===== src/rtl/alu_issue_queue.sv =====
// ---------------------------------------------------------------------------
// alu_issue_queue
//
// Command buffer and issue sequencer in front of sequential_alu.
// Commands {op, a, b} are queued in a DEPTH-entry FIFO and issued one at a
// time. Operands and a one-hot op strobe are held stable until the ALU
// reports o_accept. The captured result is then offered on a valid/ready
// result port. A divide by zero is answered locally (q=0, ovf=1) and the
// ALU never sees it.
//
// Ports
//   i_clk, i_rst                      clock, asynchronous active-high reset
//   i_cmd_valid / o_cmd_ready         command handshake (ready = !full)
//   i_cmd_op, i_cmd_a, i_cmd_b        op (0 add, 1 sub, 2 mul, 3 div), operands
//   o_alu_a, o_alu_b                  registered operands to the ALU
//   o_alu_add/sub/mul/div             registered one-hot op strobes
//   i_alu_q, i_alu_ovf, i_alu_accept  ALU result, overflow, result valid
//   o_res_valid / i_res_ready         result handshake
//   o_res_q, o_res_ovf, o_res_op      result value, overflow/div0, op code
//   o_level                           FIFO occupancy 0..DEPTH
//   o_busy                            FSM not idle or FIFO not empty
// ---------------------------------------------------------------------------
module alu_issue_queue #(
    parameter int DATA_WIDTH = 32,
    parameter int DEPTH      = 4
) (
    input  logic                       i_clk,
    input  logic                       i_rst,
    input  logic                       i_cmd_valid,
    output logic                       o_cmd_ready,
    input  logic [1:0]                 i_cmd_op,
    input  logic [DATA_WIDTH-1:0]      i_cmd_a,
    input  logic [DATA_WIDTH-1:0]      i_cmd_b,
    output logic [DATA_WIDTH-1:0]      o_alu_a,
    output logic [DATA_WIDTH-1:0]      o_alu_b,
    output logic                       o_alu_add,
    output logic                       o_alu_sub,
    output logic                       o_alu_mul,
    output logic                       o_alu_div,
    input  logic [DATA_WIDTH-1:0]      i_alu_q,
    input  logic                       i_alu_ovf,
    input  logic                       i_alu_accept,
    output logic                       o_res_valid,
    input  logic                       i_res_ready,
    output logic [DATA_WIDTH-1:0]      o_res_q,
    output logic                       o_res_ovf,
    output logic [1:0]                 o_res_op,
    output logic [$clog2(DEPTH):0]     o_level,
    output logic                       o_busy
);

    localparam int PTR_W = $clog2(DEPTH);
    localparam int LVL_W = PTR_W + 1;

    typedef enum logic [1:0] {
        IDLE  = 2'd0,
        ISSUE = 2'd1,
        RESP  = 2'd2
    } state_t;

    state_t                  state_reg, state_next;

    // FIFO storage and pointers
    logic [1:0]              op_mem [DEPTH];
    logic [DATA_WIDTH-1:0]   a_mem  [DEPTH];
    logic [DATA_WIDTH-1:0]   b_mem  [DEPTH];
    logic [PTR_W-1:0]        wr_ptr_reg, rd_ptr_reg;
    logic [LVL_W-1:0]        level_reg;

    // Issue / result registers
    logic [DATA_WIDTH-1:0]   alu_a_reg, alu_b_reg;
    logic [3:0]              strobe_reg;        // {div, mul, sub, add}
    logic [DATA_WIDTH-1:0]   res_q_reg;
    logic                    res_ovf_reg;
    logic [1:0]              res_op_reg;

    logic                    full, empty, push, pop;
    logic [1:0]              head_op;
    logic [DATA_WIDTH-1:0]   head_a, head_b;
    logic                    head_div0;
    logic [3:0]              head_onehot;

    assign full  = (level_reg == LVL_W'(DEPTH));
    assign empty = (level_reg == '0);
    assign push  = i_cmd_valid && !full;
    // Popping only from IDLE keeps a single command in flight.
    assign pop   = (state_reg == IDLE) && !empty;

    // The head is read combinationally so the pop decision (including the
    // divide-by-zero trap) is made in the same cycle the entry is visible.
    assign head_op   = op_mem[rd_ptr_reg];
    assign head_a    = a_mem[rd_ptr_reg];
    assign head_b    = b_mem[rd_ptr_reg];
    assign head_div0 = (head_op == 2'd3) && (head_b == '0);

    generate
        for (genvar gi = 0; gi < 4; gi++) begin : g_onehot
            assign head_onehot[gi] = (head_op == 2'(gi));
        end
    endgenerate

    // FIFO storage carries no reset; validity is tracked by level_reg.
    always_ff @(posedge i_clk) begin
        if (push) begin
            op_mem[wr_ptr_reg] <= i_cmd_op;
            a_mem[wr_ptr_reg]  <= i_cmd_a;
            b_mem[wr_ptr_reg]  <= i_cmd_b;
        end
    end

    always_ff @(posedge i_clk or posedge i_rst) begin
        if (i_rst) begin
            wr_ptr_reg <= '0;
            rd_ptr_reg <= '0;
            level_reg  <= '0;
        end else begin
            if (push) wr_ptr_reg <= wr_ptr_reg + PTR_W'(1);
            if (pop)  rd_ptr_reg <= rd_ptr_reg + PTR_W'(1);
            case ({push, pop})
                2'b10:   level_reg <= level_reg + LVL_W'(1);
                2'b01:   level_reg <= level_reg - LVL_W'(1);
                default: level_reg <= level_reg;
            endcase
        end
    end

    // FSM state register
    always_ff @(posedge i_clk or posedge i_rst) begin
        if (i_rst) state_reg <= IDLE;
        else       state_reg <= state_next;
    end

    // FSM next state
    always_comb begin
        state_next = state_reg;
        case (state_reg)
            IDLE:    if (pop)          state_next = head_div0 ? RESP : ISSUE;
            ISSUE:   if (i_alu_accept) state_next = RESP;
            RESP:    if (i_res_ready)  state_next = IDLE;
            default:                   state_next = IDLE;
        endcase
    end

    // Issue and result datapath
    always_ff @(posedge i_clk or posedge i_rst) begin
        if (i_rst) begin
            alu_a_reg   <= '0;
            alu_b_reg   <= '0;
            strobe_reg  <= '0;
            res_q_reg   <= '0;
            res_ovf_reg <= 1'b0;
            res_op_reg  <= '0;
        end else begin
            if (pop) begin
                res_op_reg <= head_op;
                if (head_div0) begin
                    // Trapped locally: answer without touching the ALU.
                    res_q_reg   <= '0;
                    res_ovf_reg <= 1'b1;
                end else begin
                    alu_a_reg  <= head_a;
                    alu_b_reg  <= head_b;
                    strobe_reg <= head_onehot;
                end
            end
            if ((state_reg == ISSUE) && i_alu_accept) begin
                res_q_reg   <= i_alu_q;
                res_ovf_reg <= i_alu_ovf;
                strobe_reg  <= '0;
            end
        end
    end

    assign o_cmd_ready = !full;
    assign o_alu_a     = alu_a_reg;
    assign o_alu_b     = alu_b_reg;
    assign o_alu_add   = strobe_reg[0];
    assign o_alu_sub   = strobe_reg[1];
    assign o_alu_mul   = strobe_reg[2];
    assign o_alu_div   = strobe_reg[3];
    assign o_res_valid = (state_reg == RESP);
    assign o_res_q     = res_q_reg;
    assign o_res_ovf   = res_ovf_reg;
    assign o_res_op    = res_op_reg;
    assign o_level     = level_reg;
    assign o_busy      = (state_reg != IDLE) || !empty;

endmodule

===== config.mk =====
export PLATFORM = sky130hd
export DESIGN_NAME = alu_issue_queue
export DESIGN_NICKNAME = d
export VERILOG_FILES = /design/src/rtl/alu_issue_queue.sv
export SDC_FILE = /design/constraint.sdc
export NUM_CORES = 1
export LEC_CHECK = 0
export ABC_AREA = 1
export BUFFER_PORTS_ARGS = -buffer_cell sky130_fd_sc_hd__buf_2
export CAP_MARGIN = 0
export CORE_MARGIN = 2
export CORE_UTILIZATION = 45
export CTS_CLUSTER_DIAMETER = 80
export DETAILED_ROUTE_END_ITERATION = 10
export PLACE_DENSITY = 0.65
export RECOVER_POWER = 25
export SETUP_SLACK_MARGIN = 0.2
export SYNTH_ARGS = -nofsm -noshare
export SYNTH_HDL_FRONTEND = slang
export SYNTH_SLANG_ARGS = --single-unit

===== constraint.sdc =====
create_clock -name i_clk -period 5.14 [get_ports i_clk]
set_input_delay 0.771 -clock i_clk [delete_from_list [all_inputs] [get_ports i_clk]]
set_output_delay 0.771 -clock i_clk [all_outputs]
set_load 0.05 [all_outputs]

==> results of run 1 <==
final cells by class:
type / count / area (um^2)
Fill cell: 2745 / 14500
Sequential cell: 376 / 10700
Clock inverter: 12 / 110
Clock buffer: 62 / 1110
Antenna cell: 5 / 12.5
Inverter: 19 / 76.3
Tap cell: 402 / 503
Timing Repair Buffer: 227 / 1160
Multi-Input combinational cell: 777 / 3460
metrics by stage:
step / cells / utilization (%) / setup slack, ps
2_1_floorplan: 1244 / - / 265
3_3_place_gp: 1801 / 50.5 / 1530
3_5_place_dp: 1801 / 50.5 / 1410
4_1_cts: 1875 / 54.3 / 1420
5_1_grt: 1878 / 54.1 / 1010
6_report: 1880 / 54.2 / 1410
path summary, 6_finish.rpt:
kind                          startpoint          end  slack, ps  depth (start not counted)
min in group i_clk           i_alu_q[31]  o_res_q[31]        460                          3
max                        rd_ptr_reg[0]   o_alu_b[1]       1410                         12
max reg2reg                rd_ptr_reg[0]   o_alu_b[1]       1410                         12
min                                i_rst  o_res_q[25]        420                          2
max in group asynchronous          i_rst  o_alu_a[31]       3540                          3
min reg2reg                  o_alu_a[20]  o_alu_a[20]        460                          2
cell usage after synthesis, types with 2 or more instances:
cell type / instances
o21ai_1: 10
xor2_1: 3
buf_2: 15
edfxtp_1: 264
clkbuf_1: 40
nand2_1: 381
nand4_1: 9
buf_4: 6
buf_1: 2
nand3_1: 142
dfrtp_1: 112
buf_6: 8
inv_1: 16
nor2_1: 95
ha_1: 5
o22ai_1: 32
a21oi_1: 2
inv_2: 2
o21ai_0: 90
worst reg2reg max path, cell delays in order (launching register included):
cell	delay, ps
dfrtp_4	760
buf_4	810
nand2_1	190
nand3_1	140
nand2_1	120
nor2_1	270
nand3b_1	170
nor2_2	150
nand3_2	110
nand2_4	400
buf_12	310
nand2_1	140
o21ai_0	90
power groups by stage:
stage	Sequential (uW)	Combinational, uW	Clock, uW
2_1_floorplan	5920	2380	0
6_report	4570	4990	2710
3_5_place_dp	4630	5030	0
5_1_grt	4650	5490	2890
4_1_cts	4570	5040	2760
3_3_place_gp	4610	4960	0
routing by layer:
layer	part of all wire (%)	vias to the layer above	track usage (%)
met5	0	-	0
met4	2.5	0	7.30
met3	7.9	59	4.90
met2	47	376	33.3
met1	43	4699	27.6
li1	-	4708	-
cell families after synthesis:
family,Yosys count
AND/OR/NAND/NOR,632
flip-flops,376
AO/OA/AOI/OAI,135
buffers and inverters,91
adder cells (fa/ha/maj),6
XOR/XNOR,4
==> flow_summary.yaml, run 1 <==
clock_network:
  clockBufferDepth: 3
  htree_num_levels: 2
  post_cts_resized: 0
  clock-sinks: 376
  cts_buffers: 40
  post-cts-setup-buffers: 0
  cts_root_buffer: "clkbuf_16"
  tritoncts: "yes"
  insertion_delay_ps: 530
  path_clk_slew_ps: 60
  cts_hold_buf: 0
setup_path:
  cp.required_ps: 5580
  crit_buf_inv: 2
  arrival_ps: 4170
  critPathLaunchType: "register"
  endpoint_kind: "register"
  crit_type: "register to register"
  cp_common_cell: "nand2_1"
  path_delay_family: "simple AND/OR/NAND/NOR gates"
  slowest_delay_ps: 780
  path_cells: "buf_4 -> nand2_1 -> nand3_1 -> nand2_1 -> nor2_1 -> nand3b_1 -> nor2_2 -> nand3_2 -> nand2_4 -> buf_12 -> nand2_1 -> o21ai_0"
  cpMaxStageDelayCell: "buf_4"
  cp_max_fo: 86
die:
  die_w_um: 184
  rows: 65
  core_um2: 31700
  design.die.area_um2: 33900
  die_y_um: 184
  start_util_pct: 46.0
  num_io_pins: 213
detailed_routing:
  ant_nets: 0
  wirelength_mm: 34.6
  dr.pass1.iters: 5
  drc: 0
  routed-via-count: 9842
  wl_per_cell_um: 18.4
  vias_per_cell: 5.24
  drt_iter0_markers: 682
logic_synthesis:
  synth_top_area_share_pct: 54.3
  synth.cell_area_um2: 14600
  synthMuxAreaShare_pct: 0
  synthCells: 1244
  synth_top_family_by_area: "simple AND/OR/NAND/NOR gates"
  synth_ff_type: "edfxtp_1"
  ys_types: 29
  synth_top_area_cell: "edfxtp_1"
  synth_compound_area_share_pct: 4.92
  synthAdderAreaFrac_pct: 0.566
  ys_seq_area_share_pct: 73.5
  yosys.area_share.simple_pct: 17.7
  yosysWarningCount: 0
  syn_nets: 1354
  synth_area_leaders: "edfxtp_1 (54%), dfrtp_1 (19%), nand2_1 (9.8%)"
  async_flop_share_pct: 29.8
  synth_edf_count: 264
  avgSynthCellArea_um2: 11.7
  synthXorXnorAreaFrac_pct: 0.240
  ys_ff_latch: 376
sta:
  drv_slew: 0
  finalSetupViolations: 0
  final-hold-violation-count: 0
  fmax_mhz: 268
  final.setup_skew_ps: 14.5
  period_share_pct: 72.6
  min_period_ps: 3730
  hold_ws_ps: 420
  tightest_slew_ps: 1040
  max_slew_margin_pct: 30.4
  finalSetupTns_ps: 0
  rsz0062_at_grt: "no"
finish:
  drive_gt1_share_pct: 15.8
  areaGrowthSynthToFinish_pct: 17.7
  final_cell_mix: "nand2_1 (381), edfxtp_1 (264), buf_2 (155), nand3_1 (142), dfrtp_1 (110)"
  fin_area_um2: 17200
  top_regs: "a_mem: 128 flops, b_mem: 128 flops"
  nets: 1551
  layout_commonest_cell: "nand2_1"
pwr:
  seq_power_share_pct: 37.2
  power.net_switching_uw: 5350
  pwr-share-comb_pct: 40.6
  p_per_area_nw_per_um2: 714
  leakage_uw: 0.00702
  p_sw_share_pct: 43.6
  p_int_uw: 6920
  clkPwrFrac_pct: 22.1
  power.total_uw: 12300
  vdd_drop_max_mv: 0.369
hold_path:
  min_path_type: "primary input to async pin"
placement:
  dp_hpwl_mm: 21.0
  portBuffers: 212
  placed_area_um2: 16000
  place_congestion: 0.780
grt:
  antenna_found_initial: 5
  gr-total-overflow: 0
  grt_pass1_wl_mm: 54.0
  grtUsageTotal_pct: 20.7
  grt_pass1_vias: 9675
  grt_max_degree: 87
status:
  status: "finished clean"
job:
  cap_violations: 0
No activity file was read; power rests on OpenSTA's default activity.
==> run 2: changes to the inputs <==
==> constraint.sdc (replaced) <==
create_clock -name i_clk -period 3.7 [get_ports i_clk]
set_input_delay 0.555 -clock i_clk [delete_from_list [all_inputs] [get_ports i_clk]]
set_output_delay 0.555 -clock i_clk [all_outputs]
set_load 0.05 [all_outputs]
==> run 2 against run 1 <==
Against the previous run:
- sequential cell count unchanged
- die area did not move
- clock power rose by 38%
- combinational power rose by 40%
- cell count is 0.11% higher
- setup slack got worse by 660 ps
- final area grew 0.12%
- via count about the same
- largest power group unchanged
==> flow_summary.yaml, run 2 (same netlist as run 1, synthesis figures left out) <==
status:
  status: "finished clean"
detailed_routing:
  dr.pass1.iters: 7
  wl_met1_mm: 14.9
  dr_wl_met3_mm: 2.31
  vias_per_cell: 5.23
  met2_length_mm: 16.7
  routed-via-count: 9840
  drc: 0
  wl_per_cell_um: 18.4
  ant_nets: 0
  drt_iter0_markers: 653
  highest_layer: "met5"
  wirelength_mm: 34.6
finish:
  fill_cells: 2701
  final_cells: 1882
  layout_commonest_cell: "nand2_1"
  drive_gt1_share_pct: 16.8
  utilization_pct: 54.2
  top_regs: "a_mem: 128 flops, b_mem: 128 flops"
  nets: 1557
  areaGrowthSynthToFinish_pct: 17.8
  final_cell_mix: "nand2_1 (381), edfxtp_1 (264), buf_2 (156), nand3_1 (142), dfrtp_1 (110)"
die:
  design.die.area_um2: 33900
  die_y_um: 184
  num_io_pins: 213
  start_util_pct: 46.0
  rows: 65
  die_w_um: 184
  core_um2: 31700
sta:
  setup_slack_ps: 752
  max_slew_margin_pct: 43.3
  final-hold-violation-count: 0
  min_period_ps: 2950
  rsz0062_at_grt: "no"
  finalSetupViolations: 0
  drv_slew: 0
  period_share_pct: 79.7
  fmax_mhz: 339
  final.setup_skew_ps: 11.6
  tightest_slew_ps: 850
  finalSetupTns_ps: 0
placement:
  place_congestion: 0.792
  portBuffers: 212
  dp_hpwl_mm: 20.3
  pre_cts_slack_ps: 793
  placed_cells: 1808
clock_network:
  clock-sinks: 376
  path_clk_slew_ps: 60
  clockBufferDepth: 3
  post-cts-setup-buffers: 0
  insertion_delay_ps: 530
  cts_root_buffer: "clkbuf_16"
  post_cts_resized: 0
  tritoncts: "yes"
  cts_buffers: 39
  cts_hold_buf: 0
  htree_num_levels: 2
grt:
  gr-total-overflow: 0
  grt_max_degree: 113
  grtUsageTotal_pct: 20.3
  grt_pass1_vias: 9309
  antenna_found_initial: 2
  grt_pass1_wl_mm: 52.4
setup_path:
  path_delay_family: "buffers and inverters"
  cpMaxStageDelayCell: "buf_4"
  cp.required_ps: 4070
  arrival_ps: 3310
  crit_buf_inv: 2
  crit_type: "register to register"
  critPathLaunchType: "register"
  path_cells: "buf_4 -> nand2_1 -> nand3_1 -> nand2_1 -> nor2_1 -> nand3b_1 -> nor2_2 -> nand3_2 -> nand2_4 -> buf_4 -> o21ai_0"
  cp_max_fo: 69
  slowest_delay_ps: 590
  rrSetupSlack_ps: 750
  endpoint_kind: "register"
hold_path:
  min_path_type: "primary input to async pin"
pwr:
  vdd_drop_max_mv: 0.554
  leakage_uw: 0.00705
  power.total_uw: 17000
  p_per_area_nw_per_um2: 989
job:
  cap_violations: 0
-- run 2: stage by stage --
step	area (um^2)	hold slack [ps]
after floorplan	14600	520
after global placement	16000	452
after detailed placement	16000	453
after CTS	17300	219
after global routing	17200	232
final	17200	218
-- run 2: per-layer routing --
layer  vias to the layer above  track usage (%)
li1                       4715                -
met1                      4748             27.3
met2                       325             33.5
met3                        50             4.07
met4                         2             6.05
met5                         -                0
-- run 2: where the power goes --
group          leakage, uW  switching, uW  total, uW  internal, uW
combinational      0.00266           5380       7000          1620
sequential         0.00379            489       6270          5790
clock             0.000599           1570       3730          2160
total              0.00705           7440      17000          9570
-- run 2: final timing paths --
kind,startpoint,end,cells after the start
worst max register to register,rd_ptr_reg[0],o_alu_b[25],11
worst min-delay path,i_rst,o_res_q[15],3
min in group i_clk,i_alu_q[3],o_res_q[3],3
max in group asynchronous,i_rst,rd_ptr_reg[0],3
worst min register to register,o_alu_a[24],o_alu_a[24],2
worst max-delay path,rd_ptr_reg[0],o_alu_b[25],11
-- run 2: layout make-up --
type                    count  area [um^2]  area share [%]
diodes                      2         5.00          0.0291
clock buffers              56         1100            6.40
clock inverters            16          134           0.778
inverters                  19         77.6           0.451
multi-input cells         777         3460            20.1
flip-flops and latches    376        10700            62.4
well taps                 402          503            2.92
repair buffers            234         1180            6.87
-- run 2: worst min-delay path, stage by stage --
cell        delay, ps
buf_2             110
clkinvlp_4         70
buf_12            460
